## src/rtl/imm_gen_if.sv

```systemverilog
// imm_gen_if: instruction-in / immediate-out handshake bundle for imm_gen_pipe.
// "master" is the immediate generator's view; "slave" is the surrounding decode
// logic that offers instructions and consumes immediates.
// With IMMGEN_ILLEGAL_DET_EN defined, the bundle also carries out_illegal and
// illegal_seen.
interface imm_gen_if #(
    parameter int WORD  = 64,
    parameter int TAG_W = 64
);
    logic             in_valid;
    logic             in_ready;
    logic [31:0]      in_instr;
    logic [TAG_W-1:0] in_tag;
    logic             out_valid;
    logic             out_ready;
    logic [WORD-1:0]  out_imm;
    logic [2:0]       out_fmt;
    logic [TAG_W-1:0] out_tag;
`ifdef IMMGEN_ILLEGAL_DET_EN
    logic             out_illegal;
    logic             illegal_seen;
`endif

    modport master (
        input  in_valid, in_instr, in_tag, out_ready,
        output in_ready, out_valid, out_imm, out_fmt, out_tag
`ifdef IMMGEN_ILLEGAL_DET_EN
        , output out_illegal, illegal_seen
`endif
    );

    modport slave (
        output in_valid, in_instr, in_tag, out_ready,
        input  in_ready, out_valid, out_imm, out_fmt, out_tag
`ifdef IMMGEN_ILLEGAL_DET_EN
        , input out_illegal, illegal_seen
`endif
    );
endinterface

```

## src/rtl/imm_gen_pipe.sv

```systemverilog
// imm_gen_pipe: two-stage pipelined LEGv8 immediate generator.
// S1 captures the immediate-bearing instruction field, the tag and the format
// classification. S2 captures the WORD-wide extended immediate, the format and
// the tag. Both stages advance under one valid/ready handshake with no skid
// buffer, so in_ready is combinational from out_ready.
// Optional feature macro: IMMGEN_ILLEGAL_DET_EN adds out_illegal (registered
// with S2) and the sticky illegal_seen flag.
module imm_gen_pipe #(
    parameter int WORD         = 64,
    parameter int TAG_W        = 64,
    parameter int BRANCH_SCALE = 1,
    parameter int LOGIC_ZEXT   = 0
) (
    input  logic      clk,
    input  logic      rst_n,
    input  logic      flush,
    imm_gen_if.master bus
);
    typedef enum logic [2:0] {
        FMT_NONE    = 3'd0,
        FMT_R_SHAMT = 3'd1,
        FMT_I       = 3'd2,
        FMT_D       = 3'd3,
        FMT_CB      = 3'd4,
        FMT_B       = 3'd5,
        FMT_IW      = 3'd6
    } fmt_t;

    // Format plus the two I-format sub-cases that change the extension.
    typedef struct packed {
        fmt_t fmt;
        logic logic_op;   // ANDI/ORRI/EORI/ANDIS
        logic zero;       // register-move alias: immediate forced to 0
    } cls_t;

    // Wide enough that a sign-extended offset shifted by 2 or a half-word at
    // position 48 is formed completely before truncation to WORD.
    localparam int XW = WORD + 64;

    // LEGv8 opcode patterns on instr[31:21]
    localparam logic [10:0] OP_B     = 11'b000101?????;
    localparam logic [10:0] OP_BL    = 11'b100101?????;
    localparam logic [10:0] OP_CBZ   = 11'b10110100???;
    localparam logic [10:0] OP_CBNZ  = 11'b10110101???;
    localparam logic [10:0] OP_BCOND = 11'b01010100???;
    localparam logic [10:0] OP_LDUR  = 11'b11111000010;
    localparam logic [10:0] OP_STUR  = 11'b11111000000;
    localparam logic [10:0] OP_LSL   = 11'b11010011011;
    localparam logic [10:0] OP_LSR   = 11'b11010011010;
    localparam logic [10:0] OP_MOVZ  = 11'b110100101??;
    localparam logic [10:0] OP_MOVK  = 11'b111100101??;
    localparam logic [10:0] OP_ADDI  = 11'b1001000100?;
    localparam logic [10:0] OP_ADDIS = 11'b1011000100?;
    localparam logic [10:0] OP_SUBI  = 11'b1101000100?;
    localparam logic [10:0] OP_SUBIS = 11'b1111000100?;
    localparam logic [10:0] OP_ANDI  = 11'b1001001000?;
    localparam logic [10:0] OP_ORRI  = 11'b1011001000?;
    localparam logic [10:0] OP_EORI  = 11'b1101001000?;
    localparam logic [10:0] OP_ANDIS = 11'b1111001000?;
    localparam logic [10:0] OP_MOV   = 11'b10101010000;  // ORR Rd, XZR, Rm

    function automatic cls_t classify(input logic [10:0] op);
        cls_t c;
        c = '{fmt: FMT_NONE, logic_op: 1'b0, zero: 1'b0};
        casez (op)
            OP_B, OP_BL:                       c.fmt = FMT_B;
            OP_CBZ, OP_CBNZ, OP_BCOND:         c.fmt = FMT_CB;
            OP_LDUR, OP_STUR:                  c.fmt = FMT_D;
            OP_LSL, OP_LSR:                    c.fmt = FMT_R_SHAMT;
            OP_MOVZ, OP_MOVK:                  c.fmt = FMT_IW;
            OP_ADDI, OP_ADDIS, OP_SUBI, OP_SUBIS: c.fmt = FMT_I;
            OP_ANDI, OP_ORRI, OP_EORI, OP_ANDIS: begin
                c.fmt      = FMT_I;
                c.logic_op = 1'b1;
            end
            OP_MOV: begin
                c.fmt  = FMT_I;
                c.zero = 1'b1;
            end
            default:                           c.fmt = FMT_NONE;
        endcase
        return c;
    endfunction

    // Extension, branch scaling and half-word placement, done at XW bits so
    // the shifts happen before truncation.
    function automatic logic [WORD-1:0] extend(input logic [25:0] ins, input cls_t c);
        logic [XW-1:0] w;
        w = '0;
        case (c.fmt)
            FMT_R_SHAMT: w = XW'(ins[15:10]);
            FMT_I: begin
                if (c.zero)
                    w = '0;
                else if (c.logic_op && (LOGIC_ZEXT != 0))
                    w = XW'(ins[21:10]);
                else
                    w = {{(XW-12){ins[21]}}, ins[21:10]};
            end
            FMT_D:  w = {{(XW-9){ins[20]}}, ins[20:12]};
            FMT_CB: w = {{(XW-19){ins[23]}}, ins[23:5]};
            FMT_B:  w = {{(XW-26){ins[25]}}, ins[25:0]};
            FMT_IW: w = XW'(ins[20:5]) << {ins[22:21], 4'b0000};
            default: w = '0;
        endcase
        if ((BRANCH_SCALE != 0) && ((c.fmt == FMT_CB) || (c.fmt == FMT_B)))
            w = w << 2;
        return w[WORD-1:0];
    endfunction

`ifdef IMMGEN_ILLEGAL_DET_EN
    // Unknown opcode, or a MOVZ/MOVK half-word that lands partly or fully
    // above WORD.
    function automatic logic is_illegal(input logic [25:0] ins, input cls_t c);
        return (c.fmt == FMT_NONE) ||
               ((c.fmt == FMT_IW) && ((16 * int'(ins[22:21]) + 16) > WORD));
    endfunction
`endif

    logic             vld_p1, vld_p2;
    logic [25:0]      instr_p1;
    logic [TAG_W-1:0] tag_p1, tag_p2;
    cls_t             cls_p1;
    logic [WORD-1:0]  imm_p2;
    fmt_t             fmt_p2;
    logic             s1_adv, s2_adv;

    assign s2_adv       = !vld_p2 || bus.out_ready;
    assign s1_adv       = !vld_p1 || s2_adv;
    assign bus.in_ready = rst_n && s1_adv;

    // Stage valids; flush empties the pipe and drops any same-cycle offer
    always_ff @(posedge clk or negedge rst_n) begin
        if (!rst_n) begin
            vld_p1 <= 1'b0;
            vld_p2 <= 1'b0;
        end else if (flush) begin
            vld_p1 <= 1'b0;
            vld_p2 <= 1'b0;
        end else begin
            if (s1_adv) vld_p1 <= bus.in_valid;
            if (s2_adv) vld_p2 <= vld_p1;
        end
    end

    // ---- S1: capture instruction field, tag and classification ----
    always_ff @(posedge clk) begin
        if (s1_adv) begin
            instr_p1 <= bus.in_instr[25:0];
            tag_p1   <= bus.in_tag;
            cls_p1   <= classify(bus.in_instr[31:21]);
        end
    end

    // ---- S2: capture extended immediate, format and tag; cleared on reset ----
    always_ff @(posedge clk or negedge rst_n) begin
        if (!rst_n) begin
            imm_p2 <= '0;
            fmt_p2 <= FMT_NONE;
            tag_p2 <= '0;
        end else if (s2_adv) begin
            imm_p2 <= extend(instr_p1, cls_p1);
            fmt_p2 <= cls_p1.fmt;
            tag_p2 <= tag_p1;
        end
    end

    assign bus.out_valid = vld_p2;
    assign bus.out_imm   = imm_p2;
    assign bus.out_fmt   = fmt_p2;
    assign bus.out_tag   = tag_p2;

`ifdef IMMGEN_ILLEGAL_DET_EN
    logic ill_p2;
    logic seen;

    // Illegal flag rides with S2; the sticky flag latches on any illegal
    // result entering S2 and clears only on reset
    always_ff @(posedge clk or negedge rst_n) begin
        if (!rst_n) begin
            ill_p2 <= 1'b0;
            seen   <= 1'b0;
        end else begin
            if (s2_adv)
                ill_p2 <= vld_p1 && is_illegal(instr_p1, cls_p1);
            if (!flush && s2_adv && vld_p1 && is_illegal(instr_p1, cls_p1))
                seen <= 1'b1;
        end
    end

    assign bus.out_illegal  = ill_p2 && vld_p2;
    assign bus.illegal_seen = seen;
`endif
endmodule
```

## src/flat_wrapper.sv

```systemverilog
// flat-port wrapper written by rule: the top's interface ports become plain ports
module imm_gen_pipe_flat 
#(
    parameter int WORD         = 64,
    parameter int TAG_W        = 64,
    parameter int BRANCH_SCALE = 1,
    parameter int LOGIC_ZEXT   = 0
)
  (clk, rst_n, flush, bus_in_valid, bus_in_instr, bus_in_tag, bus_out_ready, bus_in_ready, bus_out_valid, bus_out_imm, bus_out_fmt, bus_out_tag);
  imm_gen_if #(.WORD(WORD), .TAG_W(TAG_W)) bus_i ();
  input  logic clk;
  input  logic rst_n;
  input  logic flush;
  input wire logic [$bits(bus_i.in_valid)-1:0] bus_in_valid;
  input wire logic [$bits(bus_i.in_instr)-1:0] bus_in_instr;
  input wire logic [$bits(bus_i.in_tag)-1:0] bus_in_tag;
  input wire logic [$bits(bus_i.out_ready)-1:0] bus_out_ready;
  output wire logic [$bits(bus_i.in_ready)-1:0] bus_in_ready;
  output wire logic [$bits(bus_i.out_valid)-1:0] bus_out_valid;
  output wire logic [$bits(bus_i.out_imm)-1:0] bus_out_imm;
  output wire logic [$bits(bus_i.out_fmt)-1:0] bus_out_fmt;
  output wire logic [$bits(bus_i.out_tag)-1:0] bus_out_tag;
  assign bus_i.in_valid = bus_in_valid;
  assign bus_i.in_instr = bus_in_instr;
  assign bus_i.in_tag = bus_in_tag;
  assign bus_i.out_ready = bus_out_ready;
  assign bus_in_ready = bus_i.in_ready;
  assign bus_out_valid = bus_i.out_valid;
  assign bus_out_imm = bus_i.out_imm;
  assign bus_out_fmt = bus_i.out_fmt;
  assign bus_out_tag = bus_i.out_tag;
  imm_gen_pipe #(.WORD(WORD), .TAG_W(TAG_W), .BRANCH_SCALE(BRANCH_SCALE), .LOGIC_ZEXT(LOGIC_ZEXT)) u_core (.clk(clk), .rst_n(rst_n), .flush(flush), .bus(bus_i));
endmodule
```

## config.mk

```make
export PLATFORM = sky130hd
export DESIGN_NAME = imm_gen_pipe_flat
export DESIGN_NICKNAME = d
export VERILOG_FILES = /design/src/rtl/imm_gen_if.sv /design/src/rtl/imm_gen_pipe.sv /design/src/flat_wrapper.sv
export SDC_FILE = /design/constraint.sdc
export NUM_CORES = 1
export LEC_CHECK = 0
export CORE_ASPECT_RATIO = 0.6
export CORE_MARGIN = 1
export CORE_UTILIZATION = 49
export CTS_CLUSTER_DIAMETER = 60
export DETAILED_ROUTE_END_ITERATION = 7
export PLACE_DENSITY = 0.8
export SETUP_SLACK_MARGIN = 0.05
export SLEW_MARGIN = 10
export SYNTH_ARGS = -nofsm -noshare
export SYNTH_HDL_FRONTEND = slang
export SYNTH_SLANG_ARGS = --single-unit
```

## constraint.sdc

```tcl
create_clock -name clk -period 5 [get_ports clk]
set_input_delay 0.5 -clock clk [delete_from_list [all_inputs] [get_ports clk]]
set_output_delay 0.5 -clock clk [all_outputs]
set_load 0.05 [all_outputs]
```

==> out/metrics.yaml, run 1 <==
run_status:
  outcome: "complete, but fails checks"
  violations: "hold timing"
placed_design:
  port_buffers: 233
  dp_cells: 1236
  place_congestion: 0.919
  dp_hpwl_mm: 16.6
  dp_slack_ns: 1.88
synthesis:
  synthTopCellsByCount: "254 x nand2_1, 133 x dfrtp_1, 94 x edfxtp_1"
  synth_seq_cells: 227
  syn-mean-instance-area_um2: 11.6
  netlist_area_um2: 9440
  yosys.cell_types.count: 66
  synthCells: 811
  synthArstFlopShare: 0.586
  ys_dominant_reg_cell: "dfrtp_1"
  synth_area_leaders: "dfrtp_1 35%, edfxtp_1 30%, nand2_1 10%"
  synth_edf_count: 94
  synth_nets: 912
  yosysSeqAreaShare: 0.652
  synth_area_leader_cell: "dfrtp_1"
  yosysTopAreaCellShare: 0.353
  yosysWarnings: 0
  synth_most_common_cell: "nand2_1"
cts:
  clk-insertion-delay-late_ns: 0.50
  cts_tree: "yes"
  post_cts_buffers: 0
  htreeDepth: 1
  hold_buffers: 0
  cts_root_buf: "clkbuf_16"
  clkTransAtPathRegs_ns: 0.06
  cts_buffer_depth: 3
  cts_resized: 0
  clock-sinks: 227
  numCtsBuffers: 21
critical_path:
  crit_fanout: 47
  rr_startpoint: "u_core.cls_p1[2]"
  critical_path_class: "in -> out"
  critPathArrivalTime_ns: 2.59
  critPathLaunchType: "primary input"
  critPathCaptureType: "primary output"
  worstPathRequired_ns: 4.50
  reg2reg_to: "u_core.bus.out_imm[54]"
  reg2regPathDepth: 4
  regToRegSetupSlack_ns: 2.08
detailed_routing:
  antenna_left: 0
  drc: 0
  drtIter0Drc: 682
  wire_per_inst_um: 19.5
  routed_wl_mm: 24.8
  num_vias: 7038
  dr.pass1.iters: 5
  vias_per_cell: 5.52
finish:
  syn2layout_area_growth_pct: 32.8
  drive_gt1_frac: 0.0928
  final_nets: 1120
  antenna_cells: 0
  fin_cells: 1274
min_path:
  hold_path_class: "in -> async"
global_route:
  globalRouteOverflowTotal: 0
  grt_pass1_wl_mm: 38.6
  grt_pass1_vias: 6828
  antenna_found_initial: 0
  grt_max_degree: 94
  grt_usage: 0.253
floorplan:
  die_y_um: 109
  dieArea_um2: 19800
  core_um2: 18400
  fp-row-count: 38
  top_level_ports: 234
  die_w_um: 181
  start_util: 0.511
timing:
  worst_pin_slew_ns: 1.18
  period_share: 0.617
  skew_ns: 0.0146
  final.setup.worst_slack_ns: 1.91
  rsz0062_at_grt: "false"
  hold_slack_ns: -0.0107
  finalSetupViolations: 0
  slew_viol_final: 0
  slew_headroom: 0.213
  fin_tns_setup_ns: 0
  max_freq_mhz: 324
  post-route-min-period_ns: 3.09
  hold_viol: 13
job:
  maxCapViolCount: 0
power_and_ir_drop:
  p_leak_uw: 0.00527
  vdd_drop_max_v: 0.000284
  finalPower_uw: 4300
  powerDensity_nw_per_um2: 343
-- logic make-up (layout without fill, tap and decap cells) --
kind of cell / after synthesis / after routing / synth area share
compound gates: 139 / 139 / 0.124
buf+inv: 58 / 281 / 0.0322
flops: 227 / 227 / 0.652
mux: 13 / 13 / 0.0147
simple gates: 374 / 374 / 0.177
-- worst max-delay path: stages --
cell             delay (ns)
clkdlybuf4s50_1        0.52
nor2b_4                0.06
nand2_4                0.49
and2_1                 0.21
clkdlybuf4s50_1        0.80
-- cell type report --
type / count / area (um^2)
clock buffers: 31 / 583
clock inverters: 7 / 90.1
fillers: 1369 / 5920
inverters: 2 / 7.51
multi-input cells: 526 / 3000
flip-flops and latches: 227 / 6150
well taps: 240 / 300
repair buffers: 241 / 2390
-- registers in the layout, summed over array words and instances (netlist names) --
name                  count
u_core.cls_p1             4
u_core.instr_p1          26
u_core.bus.out_imm       64
u_core.tag_p1            64
u_core.bus.out_tag       64
u_core.bus.out_valid      1
u_core.bus.out_fmt        3
u_core.vld_p1             1
-- metrics by stage --
stage	util	cell area, um^2
6_report	0.679	12500
5_1_grt	0.679	12500
4_1_cts	0.679	12500
3_5_place_dp	0.643	11900
3_3_place_gp	0.643	11900
2_1_floorplan	-	9440
-- power by group --
part	leakage, uW	total, uW	internal, uW	switching (uW)
combinational	0.00224	592	218	374
sequential	0.00270	2120	2040	77.3
clock	0.000327	1580	916	667
-- cell usage in the layout, fill, tap and decap left out, types with 5 or more instances in the layout --
| cell | synthesis | final |
|---|---|---|
| a211oi_2 | 31 | 31 |
| clkbuf_16 | 0 | 21 |
| and3_1 | 8 | 7 |
| dfrtp_1 | 133 | 133 |
| edfxtp_1 | 94 | 94 |
| a21oi_1 | 18 | 18 |
| and2_1 | 5 | 5 |
| nand2_1 | 254 | 253 |
| o21ai_0 | 19 | 19 |
| buf_4 | 3 | 8 |
| nor2_1 | 56 | 56 |
| clkbuf_1 | 33 | 8 |
| nand3b_1 | 6 | 6 |
| mux2_2 | 7 | 7 |
| a221oi_1 | 8 | 8 |
| nand3_1 | 7 | 7 |
| a211oi_1 | 6 | 6 |
| o211ai_1 | 10 | 10 |
| clkdlybuf4s50_1 | 0 | 232 |
| mux2i_1 | 6 | 6 |
-- per-layer routing --
metal	track usage	share of wire
met1	0.380	0.46
met5	0	0
met3	0.0623	0.099
met4	0.0448	0.011
met2	0.379	0.43
-- how the worst max path moves through the flow --
stage,start,to,cells after the start
after detailed placement,bus_out_ready,bus_in_ready,5
after global placement,bus_out_ready,bus_in_ready,5
after CTS,u_core.bus.out_valid,bus_in_ready,4
after floorplan,u_core.bus.out_valid,bus_in_ready,4
final,bus_out_ready,bus_in_ready,5
after global routing,u_core.bus.out_valid,bus_in_ready,4
(Power assumes the default switching activity.)
==> run 2, diff against run 1 <==
==> constraint.sdc (replaced) <==
create_clock -name clk -period 3.1 [get_ports clk]
set_input_delay 0.31 -clock clk [delete_from_list [all_inputs] [get_ports clk]]
set_output_delay 0.31 -clock clk [all_outputs]
set_load 0.05 [all_outputs]
==> out/metrics.yaml, run 2 (synthesis gave the netlist of run 1 again) <==
power_and_ir_drop:
  powerDensity_nw_per_um2: 564  # was 343 nW/um^2
  vdd_drop_max_v: 0.000462  # was 0.000284 V
  p_leak_uw: 0.00539  # was 0.00527 uW
floorplan:
  start_util: 0.511  # unchanged
  top_level_ports: 234  # unchanged
  core_um2: 18400  # unchanged
  die_y_um: 109  # unchanged
  die_w_um: 181  # unchanged
  dieArea_um2: 19800  # unchanged
  fp-row-count: 38  # unchanged
placed_design:
  place_congestion: 0.934  # was 0.919
  port_buffers: 233  # unchanged
  dp_hpwl_mm: 17.3  # was 16.6 mm
  dp_cells: 1245  # was 1236
timing:
  fin_tns_setup_ns: 0  # unchanged
  slew_headroom: 0.427  # was 0.213
  worst_pin_slew_ns: 0.860  # was 1.18 ns
  rsz0062_at_grt: "false"  # unchanged
  max_freq_mhz: 437
  post-route-min-period_ns: 2.29
  skew_ns: 0.0144  # was 0.0146 ns
  hold_viol: 0  # was 13
  finalSetupViolations: 0  # unchanged
  slew_viol_final: 0  # unchanged
  period_share: 0.739
critical_path:
  rr_startpoint: "u_core.cls_p1[2]"  # unchanged
  worstSetupStartpoint: "u_core.cls_p1[2]"  # was bus_out_ready
  critPathCaptureType: "flop"  # was primary output
  critical_path_class: "reg -> reg"  # was in -> out
  worstPathRequired_ns: 3.50  # was 4.50 ns
  critPathArrivalTime_ns: 2.69  # was 2.59 ns
  critPathLaunchType: "flop"  # was primary input
  regToRegSetupSlack_ns: 0.81  # was 2.08 ns
  timing.critical_path.to: "u_core.bus.out_imm[46]"  # was bus_in_ready
  crit_fanout: 18  # was 47
  reg2regPathDepth: 5  # was 4
  reg2reg_to: "u_core.bus.out_imm[46]"  # was u_core.bus.out_imm[54]
finish:
  final_nets: 1131  # was 1120
  layout_commonest_cell: "nand2_1"  # unchanged
  syn2layout_area_growth_pct: 35.0  # was 32.8%
  drive_gt1_frac: 0.106  # was 0.0928
  fillers: 1369  # unchanged
  antenna_cells: 0  # unchanged
  fin_cells: 1286  # was 1274
  final_cell_mix: "253 x nand2_1, 231 x clkdlybuf4s50_1, 133 x dfrtp_1"  # was 253 x nand2_1, 232 x clkdlybuf4s50_1, 133 x dfrtp_1
cts:
  htreeDepth: 1  # unchanged
  clkTransAtPathRegs_ns: 0.07  # was 0.06 ns
  numCtsBuffers: 22  # was 21
  cts_tree: "yes"  # unchanged
  cts_buffer_depth: 3  # unchanged
  post_cts_buffers: 0  # unchanged
  clk-insertion-delay-late_ns: 0.50  # about the same
  cts_root_buf: "clkbuf_16"  # unchanged
  clock-sinks: 227  # unchanged
detailed_routing:
  antenna_left: 0  # unchanged
  wire_per_inst_um: 20.0  # was 19.5 um
  drtIter0Drc: 788  # was 682
  dr.pass1.iters: 6  # was 5
  vias_per_cell: 5.53  # was 5.52
  num_vias: 7118  # was 7038
  routed_wl_mm: 25.7  # was 24.8 mm
  drc: 0  # unchanged
run_status:
  outcome: "finished, final reports clean"  # was complete, but fails checks
global_route:
  globalRouteOverflowTotal: 0  # unchanged
  grt_pass1_wl_mm: 39.6  # was 38.6 mm
  antenna_found_initial: 0  # unchanged
  grt_pass1_vias: 7002  # was 6828
  grt_max_degree: 134  # was 94
  grt_usage: 0.261  # was 0.253
job:
  maxCapViolCount: 0  # unchanged
min_path:
  hold_path_class: "in -> reg"  # was in -> async
-- run 2: cell type report --
cell class | count | area (um^2) | area share
inverter | 2 | 7.51 | 0.000589
sequential | 227 | 6150 | 0.483
timing repair buffer | 251 | 2520 | 0.198
clock inverter | 9 | 121 | 0.00953
tap | 240 | 300 | 0.0236
multi-input combinational | 526 | 3000 | 0.236
clock buffer | 31 | 636 | 0.0499
-- run 2: per-layer routing --
| metal | vias up | wire length, um | track usage |
|---|---|---|---|
| met2 | 368 | 11200 | 0.398 |
| li1 | 3282 | - | - |
| met3 | 34 | 2320 | 0.0560 |
| met5 | - | 0 | 0 |
| met1 | 3434 | 11700 | 0.387 |
| met4 | 0 | 466 | 0.0539 |
-- run 2: worst max-delay path, cell delays in order, from the launching register on --
cell and delay (ns):
edfxtp_1 0.61, buf_4 0.32, nand3b_4 0.19, nor3b_4 0.63, nand2_1 0.17, a211oi_2 0.26
-- run 2: power by group --
| part | switching, uW | total (uW) | leakage [uW] | internal [uW] |
|---|---|---|---|---|
| Clock | 1100 | 2780 | 0.000372 | 1680 |
| Sequential | 128 | 3430 | 0.00270 | 3300 |
| Combinational | 611 | 975 | 0.00231 | 364 |
-- run 2: repair_timing --
item | CTS | global route
hold buffers | 1 | 0
resized for setup | 0 | 0
hold endpoints to repair | 59 | 0
endpoints found under the setup margin | 0 | 0
-- run 2: worst min path at each step --
stage,startpoint,endpoint,slack [ns],depth (start not counted)
5_1_grt,bus_in_tag[11],u_core.tag_p1[11],0.35,1
4_1_cts,bus_in_tag[33],u_core.tag_p1[33],0.35,1
3_3_place_gp,u_core.tag_p1[26],u_core.bus.out_tag[26],0.42,2
2_1_floorplan,rst_n,u_core.bus.out_fmt[0],0.01,0
6_report,bus_in_tag[33],u_core.tag_p1[33],0.36,1
3_5_place_dp,u_core.tag_p1[44],u_core.bus.out_tag[44],0.43,2
-- run 2: stage by stage --
| step | util | hold slack, ns | total power [uW] | setup WS [ns] | instance area [um^2] |
|---|---|---|---|---|---|
| 6_report | 0.691 | 0.359 | 7180 | 0.809 | 12700 |
| 5_1_grt | 0.691 | 0.352 | 7410 | 0.661 | 12700 |
| 4_1_cts | 0.691 | 0.347 | 7230 | 0.836 | 12700 |
| 3_5_place_dp | 0.649 | 0.431 | 4450 | 0.900 | 12000 |
| 3_3_place_gp | 0.649 | 0.424 | 4430 | 0.957 | 12000 |
| 2_1_floorplan | - | 0.0144 | 3990 | 0.343 | 9440 |
==> run 3, diff against run 2 <==
--- a/config.mk
+++ b/config.mk
@@ -7,10 +7,10 @@
 export LEC_CHECK = 0
 export CORE_ASPECT_RATIO = 0.6
 export CORE_MARGIN = 1
-export CORE_UTILIZATION = 49
+export CORE_UTILIZATION = 45
 export CTS_CLUSTER_DIAMETER = 60
 export DETAILED_ROUTE_END_ITERATION = 7
-export PLACE_DENSITY = 0.8
+export PLACE_DENSITY = 0.77
 export SETUP_SLACK_MARGIN = 0.05
 export SLEW_MARGIN = 10
 export SYNTH_ARGS = -nofsm -noshare
==> constraint.sdc (replaced) <==
create_clock -name clk -period 1.9 [get_ports clk]
set_input_delay 0.19 -clock clk [delete_from_list [all_inputs] [get_ports clk]]
set_output_delay 0.19 -clock clk [all_outputs]
set_load 0.05 [all_outputs]
==> out/metrics.yaml, run 3 (synthesis gave the netlist of run 1 again) <==
run_status:
  outcome: "finished, final reports clean"  # unchanged
finish:
  final_nets: 1176  # was 1131
  final_cell_mix: "253 x nand2_1, 132 x dfrtp_1, 99 x clkdlybuf4s50_1"  # was 253 x nand2_1, 231 x clkdlybuf4s50_1, 133 x dfrtp_1
  drive_gt1_frac: 0.177  # was 0.106
  antenna_cells: 0  # unchanged
  fin_cells: 1364  # was 1286
  layout_commonest_cell: "nand2_1"  # unchanged
  utilization: 0.651  # was 0.691
  fillers: 1570  # was 1369
  syn2layout_area_growth_pct: 39.9  # was 35.0%
timing:
  max_freq_mhz: 544  # was 437 MHz
  finalSetupViolations: 0  # unchanged
  rsz0062_at_grt: "true"  # was false
  post-route-min-period_ns: 1.84  # was 2.29 ns
  skew_ns: 0.0111  # was 0.0144 ns
  period_share: 0.967  # was 0.739
  slew_viol_final: 0  # unchanged
  worst_pin_slew_ns: 0.604  # was 0.860 ns
  slew_headroom: 0.598  # was 0.427
  hold_viol: 0  # unchanged
power_and_ir_drop:
  p_leak_uw: 0.00610  # was 0.00539 uW
  powerDensity_nw_per_um2: 899  # was 564 nW/um^2
  vdd_drop_max_v: 0.000678  # was 0.000462 V
  finalPower_uw: 11900  # was 7180 uW
placed_design:
  dp_hpwl_mm: 18.2  # was 17.3 mm
  port_buffers: 233  # unchanged
  place_congestion: 0.938  # was 0.934
  dp_cells: 1314  # was 1245
detailed_routing:
  wl_met3_mm: 3.04  # was 2.32 mm
  wl_met1_mm: 12.2  # was 11.7 mm
  vias_per_cell: 5.44  # was 5.53
  drtIter0Drc: 595  # was 788
  num_vias: 7415  # was 7118
  drc: 0  # unchanged
  routed_wl_mm: 26.9  # was 25.7 mm
  dr.pass1.iters: 5  # was 6
  antenna_left: 0  # unchanged
  met2_length_mm: 11.2  # about the same
  highest_layer: "met4"  # unchanged
  wire_per_inst_um: 19.7  # was 20.0 um
critical_path:
  crit_fanout: 37  # was 18
  critPathLaunchType: "flop"  # unchanged
  critPathCaptureType: "flop"  # unchanged
  critPathArrivalTime_ns: 2.24  # was 2.69 ns
  regToRegSetupSlack_ns: 0.06  # was 0.81 ns
  worstPathRequired_ns: 2.31  # was 3.50 ns
  critical_path_class: "reg -> reg"  # unchanged
global_route:
  globalRouteOverflowTotal: 0  # unchanged
  grt_pass1_vias: 7004  # was 7002
  grt_pass1_wl_mm: 40.4  # was 39.6 mm
  antenna_found_initial: 0  # unchanged
  grt_usage: 0.244  # was 0.261
  grt_max_degree: 100  # was 134
cts:
  cts_buffer_depth: 3  # unchanged
  clk-insertion-delay-late_ns: 0.51  # was 0.50 ns
  cts_tree: "yes"  # unchanged
  clkTransAtPathRegs_ns: 0.07  # about the same
  numCtsBuffers: 22  # unchanged
  cts_root_buf: "clkbuf_16"  # unchanged
  clock-sinks: 227  # unchanged
  htreeDepth: 1  # unchanged
min_path:
  hold_path_class: "in -> reg"  # unchanged
floorplan:
  die_y_um: 114  # was 109 um
  die_w_um: 189  # was 181 um
  core_um2: 20300  # was 18400 um^2
  start_util: 0.465  # was 0.511
  top_level_ports: 234  # unchanged
  dieArea_um2: 21600  # was 19800 um^2
  fp-row-count: 40  # was 38
job:
  maxCapViolCount: 0  # unchanged
[run 3: changes by cell type in the layout (fill, tap and decap cells not counted), sizes merged, moves of 11 or more]
cell           change
clkdlybuf4s50    -132
dlygate4sd2       +96
buf               +66
dlymetal6s2s      +11
[run 3: routing by layer]
layer	vias up	track usage
met1	3621	0.374
met4	0	0.0484
met5	-	0
met3	32	0.0711
li1	3388	-
met2	374	0.343
[run 3: final timing paths]
check,startpoint,to,cells after the start
worst min register to register,u_core.tag_p1[41],u_core.bus.out_tag[41],2
min in group asynchronous,rst_n,u_core.bus.out_imm[2],3
max in group asynchronous,rst_n,u_core.bus.out_tag[33],5
worst max register to register,u_core.cls_p1[4],u_core.bus.out_imm[30],6
worst min-delay path,bus_in_tag[31],u_core.tag_p1[31],1
worst max-delay path,u_core.cls_p1[4],u_core.bus.out_imm[30],6
[run 3: what timing repair did]
| item | in CTS | in global routing |
|---|---|---|
| endpoints found under the setup margin | 99 | 57 |
| resized for setup | 98 | 26 |
| setup buffers | 1 | 2 |
| pin swaps | 0 | 2 |
| cloned | 0 | 4 |
| endpoints found under the hold margin | 133 | 99 |
| hold buffers | 2 | 1 |
[run 3: where the power goes]
part	internal, uW	leakage [uW]	switching, uW
registers	5380	0.00270	174
clock network	2840	0.000374	1830
logic	583	0.00302	1070
[run 3: stage by stage]
stage                     hold slack (ns)  cell area (um^2)    TNS, ns  setup slack, ns
after global routing                0.223             13200  -0.000332        -0.000332
final                               0.239             13200          0           0.0627
after global placement              0.283             12300    -0.0747          -0.0653
after CTS                          -0.217             13000          0           0.0205
after detailed placement            0.286             12300    -0.0794          -0.0794
after floorplan                    -0.106              9470          0           0.0786
[run 3: layout make-up]
cell class,count,area (um^2),area share
Sequential cell,227,6150,0.466
Timing Repair Buffer,295,2840,0.215
Clock buffer,29,618,0.0468
Multi-Input combinational cell,527,3080,0.233
Clock inverter,11,156,0.0118
Tap cell,273,342,0.0259
Inverter,2,7.51,0.000569
[run 3: critical path, stage by stage (launching register included)]
cell and delay (ns):
edfxtp_1 0.44, buf_12 0.19, and2b_4 0.30, o21ai_2 0.10
and3_2 0.24, buf_12 0.19, a211oi_1 0.26
